## src/rtl/touch_gesture_decoder_if.sv

```systemverilog
// -----------------------------------------------------------------------------
// touch_gesture_decoder_if
//   Event port of the touch gesture decoder.
//
//   Handshake: the master raises evt_valid with evt_code/evt_pad and keeps all
//   three stable until a cycle where evt_valid && evt_ready is seen on a rising
//   clk edge; that edge is the transfer. evt_ready may be driven freely by the
//   slave and never depends combinationally on evt_valid.
//
//   Signals
//     evt_valid  master->slave  event register holds an event
//     evt_ready  slave->master  consumer accepts the event this cycle
//     evt_code   master->slave  001 TAP, 010 LONG, 100 SLIDE_UP, 101 SLIDE_DOWN,
//                               000 when idle
//     evt_pad    master->slave  pad index (TAP/LONG) or final pad (SLIDE)
// -----------------------------------------------------------------------------
interface touch_gesture_decoder_if;
    logic       evt_valid;
    logic       evt_ready;
    logic [2:0] evt_code;
    logic [1:0] evt_pad;

    modport master (
        output evt_valid,
        output evt_code,
        output evt_pad,
        input  evt_ready
    );

    modport slave (
        input  evt_valid,
        input  evt_code,
        input  evt_pad,
        output evt_ready
    );
endinterface

```

## src/rtl/touch_gesture_decoder.sv

```systemverilog
// -----------------------------------------------------------------------------
// touch_gesture_decoder
//   Turns three raw capacitive-touch levels into discrete events: per-pad
//   debounce, TAP/LONG classification, optional SLIDE_UP/SLIDE_DOWN detection
//   across pads 0-1-2, and a one-entry event register on a valid/ready port.
//
//   Optional feature macro: TOUCH_SLIDE_EN
//     defined   -> slide FSM and window timer are built, codes 100/101 occur
//     undefined -> only TAP/LONG are produced, SLIDE_WINDOW is unused
//
//   Ports
//     clk          in   clock
//     reset        in   asynchronous active-high reset
//     btn_raw[2:0] in   raw touch levels, bit i = pad i, synchronous to clk
//     evt          if   event port (master modport of touch_gesture_decoder_if)
//     pad_state    out  debounced pad levels
//     ovf          out  sticky flag: an event was dropped
//     ovf_clr      in   clears ovf; a drop in the same cycle wins
//     slide_state  out  current slide FSM state (0 = IDLE; always 0 when the
//                       slide feature is not built)
// -----------------------------------------------------------------------------
module touch_gesture_decoder #(
    parameter int DEB_CYCLES   = 8,
    parameter int LONG_CYCLES  = 1024,
    parameter int SLIDE_WINDOW = 256
) (
    input  logic                           clk,
    input  logic                           reset,
    input  logic [2:0]                     btn_raw,
    touch_gesture_decoder_if.master        evt,
    output logic [2:0]                     pad_state,
    output logic                           ovf,
    input  logic                           ovf_clr,
    output logic [2:0]                     slide_state
);

    localparam int DW = $clog2(DEB_CYCLES + 1);
    localparam int LW = $clog2(LONG_CYCLES + 1);

    localparam logic [2:0] CODE_TAP   = 3'b001;
    localparam logic [2:0] CODE_LONG  = 3'b010;
    localparam logic [2:0] CODE_UP    = 3'b100;
    localparam logic [2:0] CODE_DOWN  = 3'b101;

    // ---------------------------------------------------------------- state
    logic [DW-1:0] deb_cnt_q [3];
    logic [DW-1:0] deb_cnt_d [3];
    logic [2:0]    pad_state_q, pad_state_d;
    logic [2:0]    pad_prev_q;
    logic [LW-1:0] timer_q [3];
    logic [LW-1:0] timer_d [3];
    logic          evt_valid_q, evt_valid_d;
    logic [2:0]    evt_code_q, evt_code_d;
    logic [1:0]    evt_pad_q, evt_pad_d;
    logic          ovf_q, ovf_d;

    // Edge pulses of the debounced levels, one cycle after the pad_state edge.
    logic [2:0] onset;
    logic [2:0] rel;
    logic [2:0] long_cand;
    logic [2:0] tap_cand;
    logic       slide_up;
    logic       slide_dn;

    assign onset = pad_state_q & ~pad_prev_q;
    assign rel   = ~pad_state_q & pad_prev_q;

    // ------------------------------------------------- debounce + press timer
    always_comb begin
        for (int i = 0; i < 3; i++) begin
            pad_state_d[i] = pad_state_q[i];
            deb_cnt_d[i]   = '0;
            if (btn_raw[i] != pad_state_q[i]) begin
                // This sample is the DEB_CYCLES-th consecutive difference.
                if (deb_cnt_q[i] == DW'(DEB_CYCLES - 1)) begin
                    pad_state_d[i] = btn_raw[i];
                end else begin
                    deb_cnt_d[i] = deb_cnt_q[i] + DW'(1);
                end
            end

            timer_d[i] = '0;
            if (pad_state_q[i]) begin
                if (timer_q[i] < LW'(LONG_CYCLES)) begin
                    timer_d[i] = timer_q[i] + LW'(1);
                end else begin
                    timer_d[i] = timer_q[i];
                end
            end

            // LONG loads on the same edge the timer reaches LONG_CYCLES.
            long_cand[i] = pad_state_q[i] && (timer_q[i] == LW'(LONG_CYCLES - 1));
            // The timer still holds the press length in the release cycle.
            tap_cand[i]  = rel[i] && (timer_q[i] < LW'(LONG_CYCLES));
        end
    end

    // -------------------------------------------------------------- slide FSM
`ifdef TOUCH_SLIDE_EN
    localparam int WW = $clog2(SLIDE_WINDOW + 1);

    typedef enum logic [2:0] {
        S_IDLE = 3'd0,
        S_FWD1 = 3'd1,
        S_FWD2 = 3'd2,
        S_REV1 = 3'd3,
        S_REV2 = 3'd4
    } slide_e;

    slide_e        slide_q, slide_d;
    logic [WW-1:0] win_q, win_d;
    logic          multi_onset;

    assign multi_onset = (onset[0] & onset[1]) | (onset[0] & onset[2]) |
                         (onset[1] & onset[2]);

    always_comb begin
        slide_d  = slide_q;
        win_d    = win_q;
        slide_up = 1'b0;
        slide_dn = 1'b0;
        if (|onset) begin
            win_d = '0;
            if (multi_onset) begin
                slide_d = S_IDLE;
            end else begin
                // Default: re-enter through the IDLE rule for this pad.
                if (onset[0]) begin
                    slide_d = S_FWD1;
                end else if (onset[2]) begin
                    slide_d = S_REV1;
                end else begin
                    slide_d = S_IDLE;
                end
                case (slide_q)
                    S_FWD1: if (onset[1]) slide_d = S_FWD2;
                    S_FWD2: if (onset[2]) begin
                        slide_d  = S_IDLE;
                        slide_up = 1'b1;
                    end
                    S_REV1: if (onset[1]) slide_d = S_REV2;
                    S_REV2: if (onset[0]) begin
                        slide_d  = S_IDLE;
                        slide_dn = 1'b1;
                    end
                    default: ;
                endcase
            end
        end else if (slide_q != S_IDLE) begin
            // win_q counts cycles since the last onset; the SLIDE_WINDOW-th
            // quiet cycle abandons the slide.
            if (win_q == WW'(SLIDE_WINDOW - 1)) begin
                slide_d = S_IDLE;
                win_d   = '0;
            end else begin
                win_d = win_q + WW'(1);
            end
        end
    end

    assign slide_state = slide_q;
`else
    // SLIDE_WINDOW has no meaning without the slide FSM.
    logic [31:0] slide_window_unused;
    assign slide_window_unused = SLIDE_WINDOW;
    assign slide_up    = 1'b0;
    assign slide_dn    = 1'b0;
    assign slide_state = 3'd0;
`endif

    // ------------------------------------------------ arbitration + event reg
    logic [2:0] cand_cnt;
    logic [2:0] win_code;
    logic [1:0] win_pad;
    logic       load_ok;
    logic       drop;

    always_comb begin
        cand_cnt = {2'b00, slide_up} + {2'b00, slide_dn};
        for (int i = 0; i < 3; i++) begin
            cand_cnt = cand_cnt + {2'b00, long_cand[i]} + {2'b00, tap_cand[i]};
        end

        // Priority SLIDE > LONG > TAP, then lower pad index (the descending
        // loops leave the lowest asserted pad as the final assignment).
        win_code = 3'd0;
        win_pad  = 2'd0;
        if (slide_up) begin
            win_code = CODE_UP;
            win_pad  = 2'd2;
        end else if (slide_dn) begin
            win_code = CODE_DOWN;
            win_pad  = 2'd0;
        end else if (|long_cand) begin
            win_code = CODE_LONG;
            for (int i = 2; i >= 0; i--) begin
                if (long_cand[i]) win_pad = 2'(i);
            end
        end else if (|tap_cand) begin
            win_code = CODE_TAP;
            for (int i = 2; i >= 0; i--) begin
                if (tap_cand[i]) win_pad = 2'(i);
            end
        end

        load_ok     = !evt_valid_q || evt.evt_ready;
        drop        = 1'b0;
        evt_valid_d = evt_valid_q;
        evt_code_d  = evt_code_q;
        evt_pad_d   = evt_pad_q;
        if (evt_valid_q && evt.evt_ready) begin
            evt_valid_d = 1'b0;
            evt_code_d  = 3'd0;
            evt_pad_d   = 2'd0;
        end
        if (cand_cnt != 3'd0) begin
            if (load_ok) begin
                evt_valid_d = 1'b1;
                evt_code_d  = win_code;
                evt_pad_d   = win_pad;
                drop        = (cand_cnt > 3'd1);
            end else begin
                drop = 1'b1;
            end
        end

        if (drop) begin
            ovf_d = 1'b1;
        end else if (ovf_clr) begin
            ovf_d = 1'b0;
        end else begin
            ovf_d = ovf_q;
        end
    end

    // --------------------------------------------------------------- flops
    always_ff @(posedge clk or posedge reset) begin
        if (reset) begin
            for (int i = 0; i < 3; i++) begin
                deb_cnt_q[i] <= '0;
                timer_q[i]   <= '0;
            end
            pad_state_q <= '0;
            pad_prev_q  <= '0;
            evt_valid_q <= 1'b0;
            evt_code_q  <= 3'd0;
            evt_pad_q   <= 2'd0;
            ovf_q       <= 1'b0;
`ifdef TOUCH_SLIDE_EN
            slide_q     <= S_IDLE;
            win_q       <= '0;
`endif
        end else begin
            for (int i = 0; i < 3; i++) begin
                deb_cnt_q[i] <= deb_cnt_d[i];
                timer_q[i]   <= timer_d[i];
            end
            pad_state_q <= pad_state_d;
            pad_prev_q  <= pad_state_q;
            evt_valid_q <= evt_valid_d;
            evt_code_q  <= evt_code_d;
            evt_pad_q   <= evt_pad_d;
            ovf_q       <= ovf_d;
`ifdef TOUCH_SLIDE_EN
            slide_q     <= slide_d;
            win_q       <= win_d;
`endif
        end
    end

    assign evt.evt_valid = evt_valid_q;
    assign evt.evt_code  = evt_code_q;
    assign evt.evt_pad   = evt_pad_q;
    assign pad_state     = pad_state_q;
    assign ovf           = ovf_q;

endmodule
```

## src/flat_wrapper.sv

```systemverilog
// flat-port wrapper written by rule: the top's interface ports become plain ports
module touch_gesture_decoder_flat 
#(
    parameter int DEB_CYCLES   = 8,
    parameter int LONG_CYCLES  = 1024,
    parameter int SLIDE_WINDOW = 256
)
  (clk, reset, btn_raw, pad_state, ovf, ovf_clr, slide_state, evt_evt_valid, evt_evt_code, evt_evt_pad, evt_evt_ready);
  touch_gesture_decoder_if evt_i ();
  input  logic clk;
  input  logic reset;
  input  logic [2:0] btn_raw;
  output logic [2:0] pad_state;
  output logic ovf;
  input  logic ovf_clr;
  output logic [2:0] slide_state;
  output wire logic [$bits(evt_i.evt_valid)-1:0] evt_evt_valid;
  output wire logic [$bits(evt_i.evt_code)-1:0] evt_evt_code;
  output wire logic [$bits(evt_i.evt_pad)-1:0] evt_evt_pad;
  input wire logic [$bits(evt_i.evt_ready)-1:0] evt_evt_ready;
  assign evt_evt_valid = evt_i.evt_valid;
  assign evt_evt_code = evt_i.evt_code;
  assign evt_evt_pad = evt_i.evt_pad;
  assign evt_i.evt_ready = evt_evt_ready;
  touch_gesture_decoder #(.DEB_CYCLES(DEB_CYCLES), .LONG_CYCLES(LONG_CYCLES), .SLIDE_WINDOW(SLIDE_WINDOW)) u_core (.clk(clk), .reset(reset), .btn_raw(btn_raw), .evt(evt_i), .pad_state(pad_state), .ovf(ovf), .ovf_clr(ovf_clr), .slide_state(slide_state));
endmodule
```

## config.mk

```make
export PLATFORM = sky130hd
export DESIGN_NAME = touch_gesture_decoder_flat
export DESIGN_NICKNAME = d
export VERILOG_FILES = /design/src/rtl/touch_gesture_decoder_if.sv /design/src/rtl/touch_gesture_decoder.sv /design/src/flat_wrapper.sv
export SDC_FILE = /design/constraint.sdc
export NUM_CORES = 1
export LEC_CHECK = 0
export ABC_CLOCK_PERIOD_IN_PS = 3080
export CAP_MARGIN = 20
export CELL_PAD_IN_SITES_DETAIL_PLACEMENT = 0
export CELL_PAD_IN_SITES_GLOBAL_PLACEMENT = 2
export CORE_ASPECT_RATIO = 1.4
export CORE_MARGIN = 2
export CORE_UTILIZATION = 35
export CTS_CLUSTER_DIAMETER = 50
export DETAILED_ROUTE_END_ITERATION = 10
export PLACE_DENSITY = 0.81
export SYNTH_ARGS = -nofsm -noshare
export SYNTH_HDL_FRONTEND = slang
export SYNTH_SLANG_ARGS = --single-unit
export TNS_END_PERCENT = 20
```

## constraint.sdc

```tcl
create_clock -name clk -period 3.08 [get_ports clk]
set_input_delay 0.462 -clock clk [delete_from_list [all_inputs] [get_ports clk]]
set_output_delay 0.462 -clock clk [all_outputs]
set_load 0.01 [all_outputs]
```

==> impl_summary.log, run 1 <==
INFO  metric synth_largest_area_cell = dfrtp_1
INFO  metric overflow_after_grt = 0
INFO  metric clk_transition_reported_paths = 50 ps
INFO  metric avgRoutedWirePerCell = 12.7 um
INFO  metric final_cell_mix = dfrtp_1, buf_4, nor2_1
INFO  metric dpl_worst_slack = -198 ps
INFO  metric initial_cell_density_of_the_core = 35.7%
INFO  metric wl = 5550 um
INFO  metric die_area = 9030 sq um
INFO  metric final.period_utilization = 102%
INFO  metric worst_slew_pin_slew = 658 ps
INFO  metric rsz0062_at_grt = true
INFO  metric chipHeight = 112 um
INFO  metric clock_tree.htree_level_count = 3
INFO  metric report.final.hold_viol_count = 0
INFO  metric synth.yosys.seq_area_share = 50.1%
INFO  metric post_synth_num_cell_types = 48
INFO  metric detailroute.via_count = 2075
INFO  metric max-clock-path-buffers = 2
INFO  metric async_flop_share = 100%
INFO  metric multiInputGateArea = 1390 sq um
INFO  metric synthesis.instances = 269
INFO  metric worst_path_max_delay_cell = fa_1
INFO  metric yosys.area_share.adder = 5.10%
INFO  metric synth-seq-cells = 58
INFO  metric reg2reg_slack = -70 ps
INFO  metric highest_ir_drop_seen_on_vdd = 0.401 mV
INFO  metric synth.area.top_cells = dfrtp_1, xnor2_1, and2_1, ha_1, nor2_1
INFO  metric first_global_vias = 2169
INFO  metric r2r_cells = 14
INFO  metric ys.flop_type = dfrtp_1
INFO  metric power.share.switching = 31.2%
INFO  metric num_rows = 39
INFO  metric clk_network_pwr_share = 31.4%
INFO  metric cp_num_buf_inv = 3
INFO  metric dp_hpwl = 3920 um
INFO  metric core_area = 8100 sq um
INFO  metric cell_family_with_most_cp_delay = adder cells
INFO  metric post_route_cells_drive_above_1_share = 23.6%
INFO  metric failed_checks = setup timing
INFO  metric fmaxAchievable = 318 MHz
INFO  metric worstPathMaxFanout = 3
INFO  metric port-buffer-count = 16
INFO  metric crit_required = 3340 ps
INFO  metric mostFrequentLayoutCell = dfrtp_1
INFO  metric final_report_setup_violation_count = 3
INFO  metric grt_first_pass_wirelength = 9810 um
INFO  metric holdBufCountCts = 0
INFO  metric synth_xor_area_share = 9.08%
INFO  metric post-route-worst-setup-slack = -68.7 ps
INFO  metric synth_compound_area_share = 5.01%
INFO  metric fin_crit = 3150 ps
INFO  metric clock_latency = 330 ps
INFO  metric grt_antenna_before_repair = 0
INFO  metric worst_path_arrival = 3410 ps
INFO  metric synth.avg_cell_area = 10.8 sq um
INFO  metric syn_to_final_growth = 31.2%
INFO  metric synth_simple_gate_area_share = 25.5%
INFO  metric synth_top_cell_area_share = 50.1%
INFO  metric ff_latch_area = 1450 sq um
INFO  metric design.final.nets = 349
INFO  metric postRouteAntennaNets = 0
INFO  metric power_density = 818 nW/um^2
INFO  metric seq_power_share = 33.7%
INFO  metric setup_tns = -85.5 ps
INFO  metric detail_route.vias_per_cell = 4.75
INFO  metric min_path_cells = 1
INFO  metric drc_errors = 0
INFO  metric cp-end-kind = flip-flop
INFO  metric place.gp.congestion = 0.738
INFO  metric comb_power_share = 34.8%
INFO  metric n_antenna_cell = 0
INFO  metric critical_path.startpoint_type = flip-flop
INFO  metric cts_tree = built
INFO  metric worstPathCellList = ha_2 > nand3b_1 > nor4_4 > ha_1 > inv_1 > fa_1 > inv_1 > fa_2 > inv_2 > fa_1 > nand3b_1 > nand2_2 > or3_4 > o21ai_2
INFO  metric outcome = finished, violations left
INFO  metric timing.rr.start = u_core.timer_q[23]
INFO  metric tritoncts.num_buffers = 9
INFO  metric worst_clock_skew = 8.24 ps
INFO  metric global_route.usage.total = 14.2%
INFO  metric synth_mux_area_share = 1.82%
INFO  metric crit_path_max_incr_delay = 470 ps
INFO  metric detail_route.first_pass.iterations = 4
INFO  metric hp-class = flip-flop to flip-flop
INFO  metric finalMaxSlewViolations = 0
INFO  metric detailed_place.area = 3460 sq um
INFO  metric die_width = 80.9 um
INFO  metric synth_top_family_by_area = simple AND/OR/NAND/NOR gates
INFO  metric yosysWarningCount = 0
INFO  metric netlist_area = 2900 sq um
INFO  metric max_cap_violations = 0
INFO  metric cts_root_buffer = clkbuf_16
INFO  metric synth_enable_flop_cells = 0
INFO  metric first_iter_violations = 94
INFO  metric switching_power = 968 uW
INFO  metric timing.hold.worst_endpoint = u_core.deb_cnt_q[8]
INFO  metric fill_cells = 775
INFO  metric setup.worst_path.class = flip-flop to flip-flop
INFO  metric grt_max_degree = 31
INFO  metric p_int = 2140 uW
INFO  metric fin_area = 3800 sq um
INFO  metric num_io_pins = 20
INFO  metric r2r-end = u_core.evt.evt_pad[1]
INFO  metric power.leakage = 0.00179 uW
INFO  metric worst_hold_startpoint = u_core.deb_cnt_q[8]
INFO  metric slew_headroom = 56.0%
INFO  metric cts.sink_count = 58
cell usage after synthesis, drive strengths merged (9+ instances only):
cell	instances
inv	10
nand3	10
nor3	10
xnor2	21
xor2	9
and2	17
dfrtp	58
nand2	19
nor2	23
metrics by stage:
stage          power (uW)  std cells  util [%]  hold WS (ps)
6_report             3110        437      46.9           478
5_1_grt              3330        437      46.9           503
3_5_place_dp         2050        422      42.7           470
3_3_place_gp         2030        422      42.7           461
4_1_cts              3130        437      46.8           477
2_1_floorplan        1660        271         -           442
state kept, by name (all words and copies together) (netlist names):
signal                cells
u_core.timer_q           33
u_core.deb_cnt_q         12
u_core.evt.evt_code       3
u_core.pad_prev_q         3
u_core.pad_state          3
u_core.evt.evt_pad        2
u_core.evt.evt_valid      1
u_core.ovf                1
final cells by class:
cell class                 instances  area share (%)
inverter                          10           0.988
sequential                        58            38.2
clock inverter                     3            1.05
multi-input combinational        194            36.7
tap                              102            3.36
clock buffer                      11            6.66
timing repair buffer              59            13.0
cells by family after synthesis:
logic type / Yosys count
multiplexers: 5
flip-flops: 58
buffers and inverters: 19
XOR/XNOR: 30
other: 1
AO/OA/AOI/OAI: 22
AND/OR/NAND/NOR: 124
adder cells (fa/ha/maj): 10
routing by layer:
layer / vias to the layer above / share of wire, % / GRT usage (%)
li1: 1035 / - / -
met1: 1008 / 43 / 16.6
met2: 25 / 51 / 23.1
met3: 7 / 3.1 / 4.62
met4: 0 / 2.3 / 6.78
met5: - / 0 / 0
worst max path at each step:
stage | startpoint | endpoint | slack (ps) | cells past startpoint
after CTS | u_core.timer_q[23] | u_core.evt.evt_pad[1] | -50 | 14
after global routing | u_core.timer_q[22] | u_core.evt.evt_pad[1] | -290 | 14
final | u_core.timer_q[23] | u_core.evt.evt_pad[1] | -70 | 14
after detailed placement | u_core.timer_q[22] | u_core.evt.evt_code[0] | -200 | 14
after floorplan | u_core.timer_q[22] | u_core.evt.evt_pad[1] | -180 | 14
after global placement | u_core.timer_q[22] | u_core.evt.evt_code[0] | -150 | 14
what timing repair did:
| item | CTS | global route |
|---|---|---|
| endpoints found under the setup margin | 5 | 6 |
| buffers inserted | 1 | 0 |
| gates resized for setup | 9 | 2 |
| pin swaps | 11 | 0 |
power by group through the flow:
stage	registers, uW	logic [uW]	clock network [uW]
6_report	1050	1080	977
5_1_grt	1070	1210	1040
4_1_cts	1050	1070	1010
3_5_place_dp	1060	998	0
3_3_place_gp	1050	981	0
2_1_floorplan	1070	593	0
No activity file was read; power rests on OpenSTA's default activity.
==> inputs of run 2 (changes only) <==
--- a/config.mk
+++ b/config.mk
@@ -17,2 +17,3 @@
 export PLACE_DENSITY = 0.81
+export REMOVE_ABC_BUFFERS = 1
 export SYNTH_ARGS = -nofsm -noshare
--- a/constraint.sdc
+++ b/constraint.sdc
@@ -3,2 +3,2 @@
 set_output_delay 0.462 -clock clk [all_outputs]
-set_load 0.01 [all_outputs]
+set_load 0.05 [all_outputs]
==> run 2 against run 1 <==
Effect of this change: the run still ends with setup timing left; combinational power is 6% higher; sequential power hardly changed; count of clock-buffer cells in the layout unchanged; clock power increased by 2.3%; sequential share of layout area grew 0.25 points; utilization decreased by 0.31 points; routed wire length fell by 3.2%; clock skew shrank 2.1 ps; flip-flop and latch count unchanged; non-clock buffer count is 3 lower; largest cell class unchanged.
==> impl_summary.log, run 2 (same netlist as run 1, synthesis figures left out) <==
INFO  metric comb_power_share = 35.8% (+1.0 points)
INFO  metric grt_busiest_layer = met2
INFO  metric tritoncts.num_buffers = 9 (unchanged)
INFO  metric detail_route.vias_per_cell = 4.73 (-0.30%)
INFO  metric min_path_cells = 1 (unchanged)
INFO  metric critical_path.startpoint_type = flip-flop
INFO  metric fin_area = 3770 sq um (-0.66%)
INFO  metric port-buffer-count = 16 (unchanged)
INFO  metric clk_transition_reported_paths = 50 ps (about the same)
INFO  metric first_iter_violations = 61 (-35%)
INFO  metric max-clock-path-buffers = 2 (unchanged)
INFO  metric final.period_utilization = 102% (-0.60 points)
INFO  metric post_route_cells_drive_above_1_share = 23.7% (+0.071 points)
INFO  metric global_route.usage.total = 14.1% (-0.076 points)
INFO  metric wl = 5380 um (-3.2%)
INFO  metric cts_tree = built
INFO  metric place.gp.congestion = 0.781 (+5.8%)
INFO  metric groute.layer.met1.usage = 17.3% (+0.66 points)
INFO  metric finalMaxSlewViolations = 0 (unchanged)
INFO  metric seq_power_share = 32.9% (-0.8 points)
INFO  metric top_register = u_core.timer_q
INFO  metric n_antenna_cell = 0 (unchanged)
INFO  metric clk_network_pwr_share = 31.3% (about the same)
INFO  metric highest_ir_drop_seen_on_vdd = 0.573 mV (+43%)
INFO  metric power.share.switching = 33.9% (+2.7 points)
INFO  metric dpl_worst_slack = -204 ps (-6.50 ps)
INFO  metric slew_headroom = 51.1% (-5.0 points)
INFO  metric largest_registers = u_core.timer_q x33, u_core.deb_cnt_q x12
INFO  metric worst_slew_pin_slew = 734 ps (+75.4 ps)
INFO  metric rsz0062_at_grt = true
INFO  metric core_area = 8100 sq um (unchanged)
INFO  metric timing.hold.worst_endpoint = u_core.deb_cnt_q[4]
INFO  metric holdBufCountCts = 0 (unchanged)
INFO  metric fin_crit = 3130 ps (-18.5 ps)
INFO  metric die_width = 80.9 um (unchanged)
INFO  metric largest_register_ffs = 33 (unchanged)
INFO  metric detailed_place.area = 3430 sq um (-1.0%)
INFO  metric global_route.usage.met2 = 22.8% (-0.28 points)
INFO  metric worst_hold_startpoint = u_core.deb_cnt_q[4]
INFO  metric design.final.nets = 346 (-0.86%)
INFO  metric crit_required = 3330 ps (about the same)
INFO  metric power.leakage = 0.00176 uW (-1.3%)
INFO  metric worstPathMaxFanout = 3 (unchanged)
INFO  metric hp-class = flip-flop to flip-flop
INFO  metric r2r_cells = 12 (-2)
INFO  metric failed_checks = setup timing
INFO  metric grtUsageMet3 = 2.19% (-2.4 points)
INFO  metric worst_path_arrival = 3380 ps (-30 ps)
INFO  metric num_io_pins = 20 (unchanged)
INFO  metric detailroute.via_count = 2064 (-0.53%)
INFO  metric grt_antenna_before_repair = 0 (unchanged)
INFO  metric p_int = 2110 uW (-1.2%)
INFO  metric num_rows = 39 (unchanged)
INFO  metric avgRoutedWirePerCell = 12.3 um (-3.0%)
INFO  metric chipHeight = 112 um (unchanged)
INFO  metric dp_hpwl = 3890 um (-0.94%)
INFO  metric mostFrequentLayoutCell = dfrtp_1
INFO  metric worst_clock_skew = 6.09 ps (-2.15 ps)
INFO  metric overflow_after_grt = 0 (unchanged)
INFO  metric die_area = 9030 sq um (unchanged)
INFO  metric grt_max_degree = 59 (+90%)
INFO  metric power_density = 847 nW/um^2 (+3.5%)
INFO  metric syn_to_final_growth = 30.3%
INFO  metric switching_power = 1080 uW (+12%)
INFO  metric outcome = finished, violations left
INFO  metric critical_path_startpoint = u_core.timer_q[16]
INFO  metric detail_route.first_pass.iterations = 4 (unchanged)
INFO  metric final_cell_mix = dfrtp_1, buf_4, nor2_1
INFO  metric reg2reg_slack = -50 ps (+20 ps)
INFO  metric report.final.hold_viol_count = 0 (unchanged)
INFO  metric clock_latency = 320 ps (about the same)
INFO  metric fmaxAchievable = 319 MHz (+0.59%)
INFO  metric timing.rr.start = u_core.timer_q[16]
INFO  metric initial_cell_density_of_the_core = 35.7% (unchanged)
INFO  metric drc_errors = 0 (unchanged)
INFO  metric post-route-worst-setup-slack = -50.2 ps (+18.5 ps)
INFO  metric r2r-end = u_core.evt.evt_pad[1]
INFO  metric setup_tns = -137 ps (-51.1 ps)
INFO  metric postRouteAntennaNets = 0 (unchanged)
INFO  metric max_cap_violations = 0 (unchanged)
INFO  metric clock_tree.htree_level_count = 3 (unchanged)
INFO  metric cts_root_buffer = clkbuf_16
INFO  metric final_report_setup_violation_count = 3 (unchanged)
INFO  metric setup.worst_path.class = flip-flop to flip-flop
INFO  metric grt_first_pass_wirelength = 9900 um (+0.92%)
INFO  metric cts.sink_count = 58 (unchanged)
INFO  metric first_global_vias = 2216 (+2.2%)
INFO  metric cp-end-kind = flip-flop
[run 2: worst max-delay path by stage]
stage	end	slack [ps]
final	u_core.evt.evt_pad[1]	-50
after global routing	u_core.evt.evt_pad[1]	-220
after CTS	u_core.evt.evt_pad[1]	-80
after detailed placement	u_core.evt.evt_code[0]	-200
after global placement	u_core.evt.evt_code[0]	-180
after floorplan	u_core.evt.evt_pad[1]	-600
[run 2: layout make-up]
type                       count  area, sq um
multi-input combinational    194         1390
timing repair buffer          56          460
inverter                      10         37.5
tap                          102          128
sequential                    58         1450
fill                         780         4330
clock inverter                 5         52.6
clock buffer                  11          253
[run 2: critical path, cell delays in order (launching register included)]
cell and delay (ps):
dfrtp_1 410, nand4_2 170, nor4_4 330, inv_1 110, fa_1 540, inv_1 50, fa_2 330, inv_2 60
fa_1 420, nand3b_1 130, nand2_2 90, or3_1 310, o21ai_1 110
[run 2: through the flow]
stage | cells | hold WS, ps | total power (uW) | utilization (%)
global placement | 419 | 461 | 2160 | 42.3
CTS | 436 | 475 | 3240 | 46.5
detailed placement | 419 | 466 | 2180 | 42.3
floorplan | 262 | 442 | 1780 | -
global route | 436 | 488 | 3430 | 46.6
finish | 436 | 471 | 3200 | 46.6
[run 2: power by group through the flow]
stage	registers (uW)	logic [uW]	clock network, uW
floorplan	1210	572	0
CTS	1050	1170	1030
global placement	1050	1110	0
detailed placement	1060	1120	0
finish	1050	1150	999
global route	1080	1290	1060
[run 2: timing repair]
| item | CTS | global route |
|---|---|---|
| hold endpoints to repair | 0 | 0 |
| setup endpoints to repair | 5 | 5 |
| gates resized for setup | 11 | 1 |
| setup buffers | 1 | 0 |
| pin swaps | 9 | 1 |
[run 2: metal layers]
layer	vias to the layer above	routed length (um)	share of wire, %
met5	-	0	0
met2	24	2770	52
met4	0	174	3.2
met3	13	97	1.8
met1	1001	2340	43
li1	1026	-	-
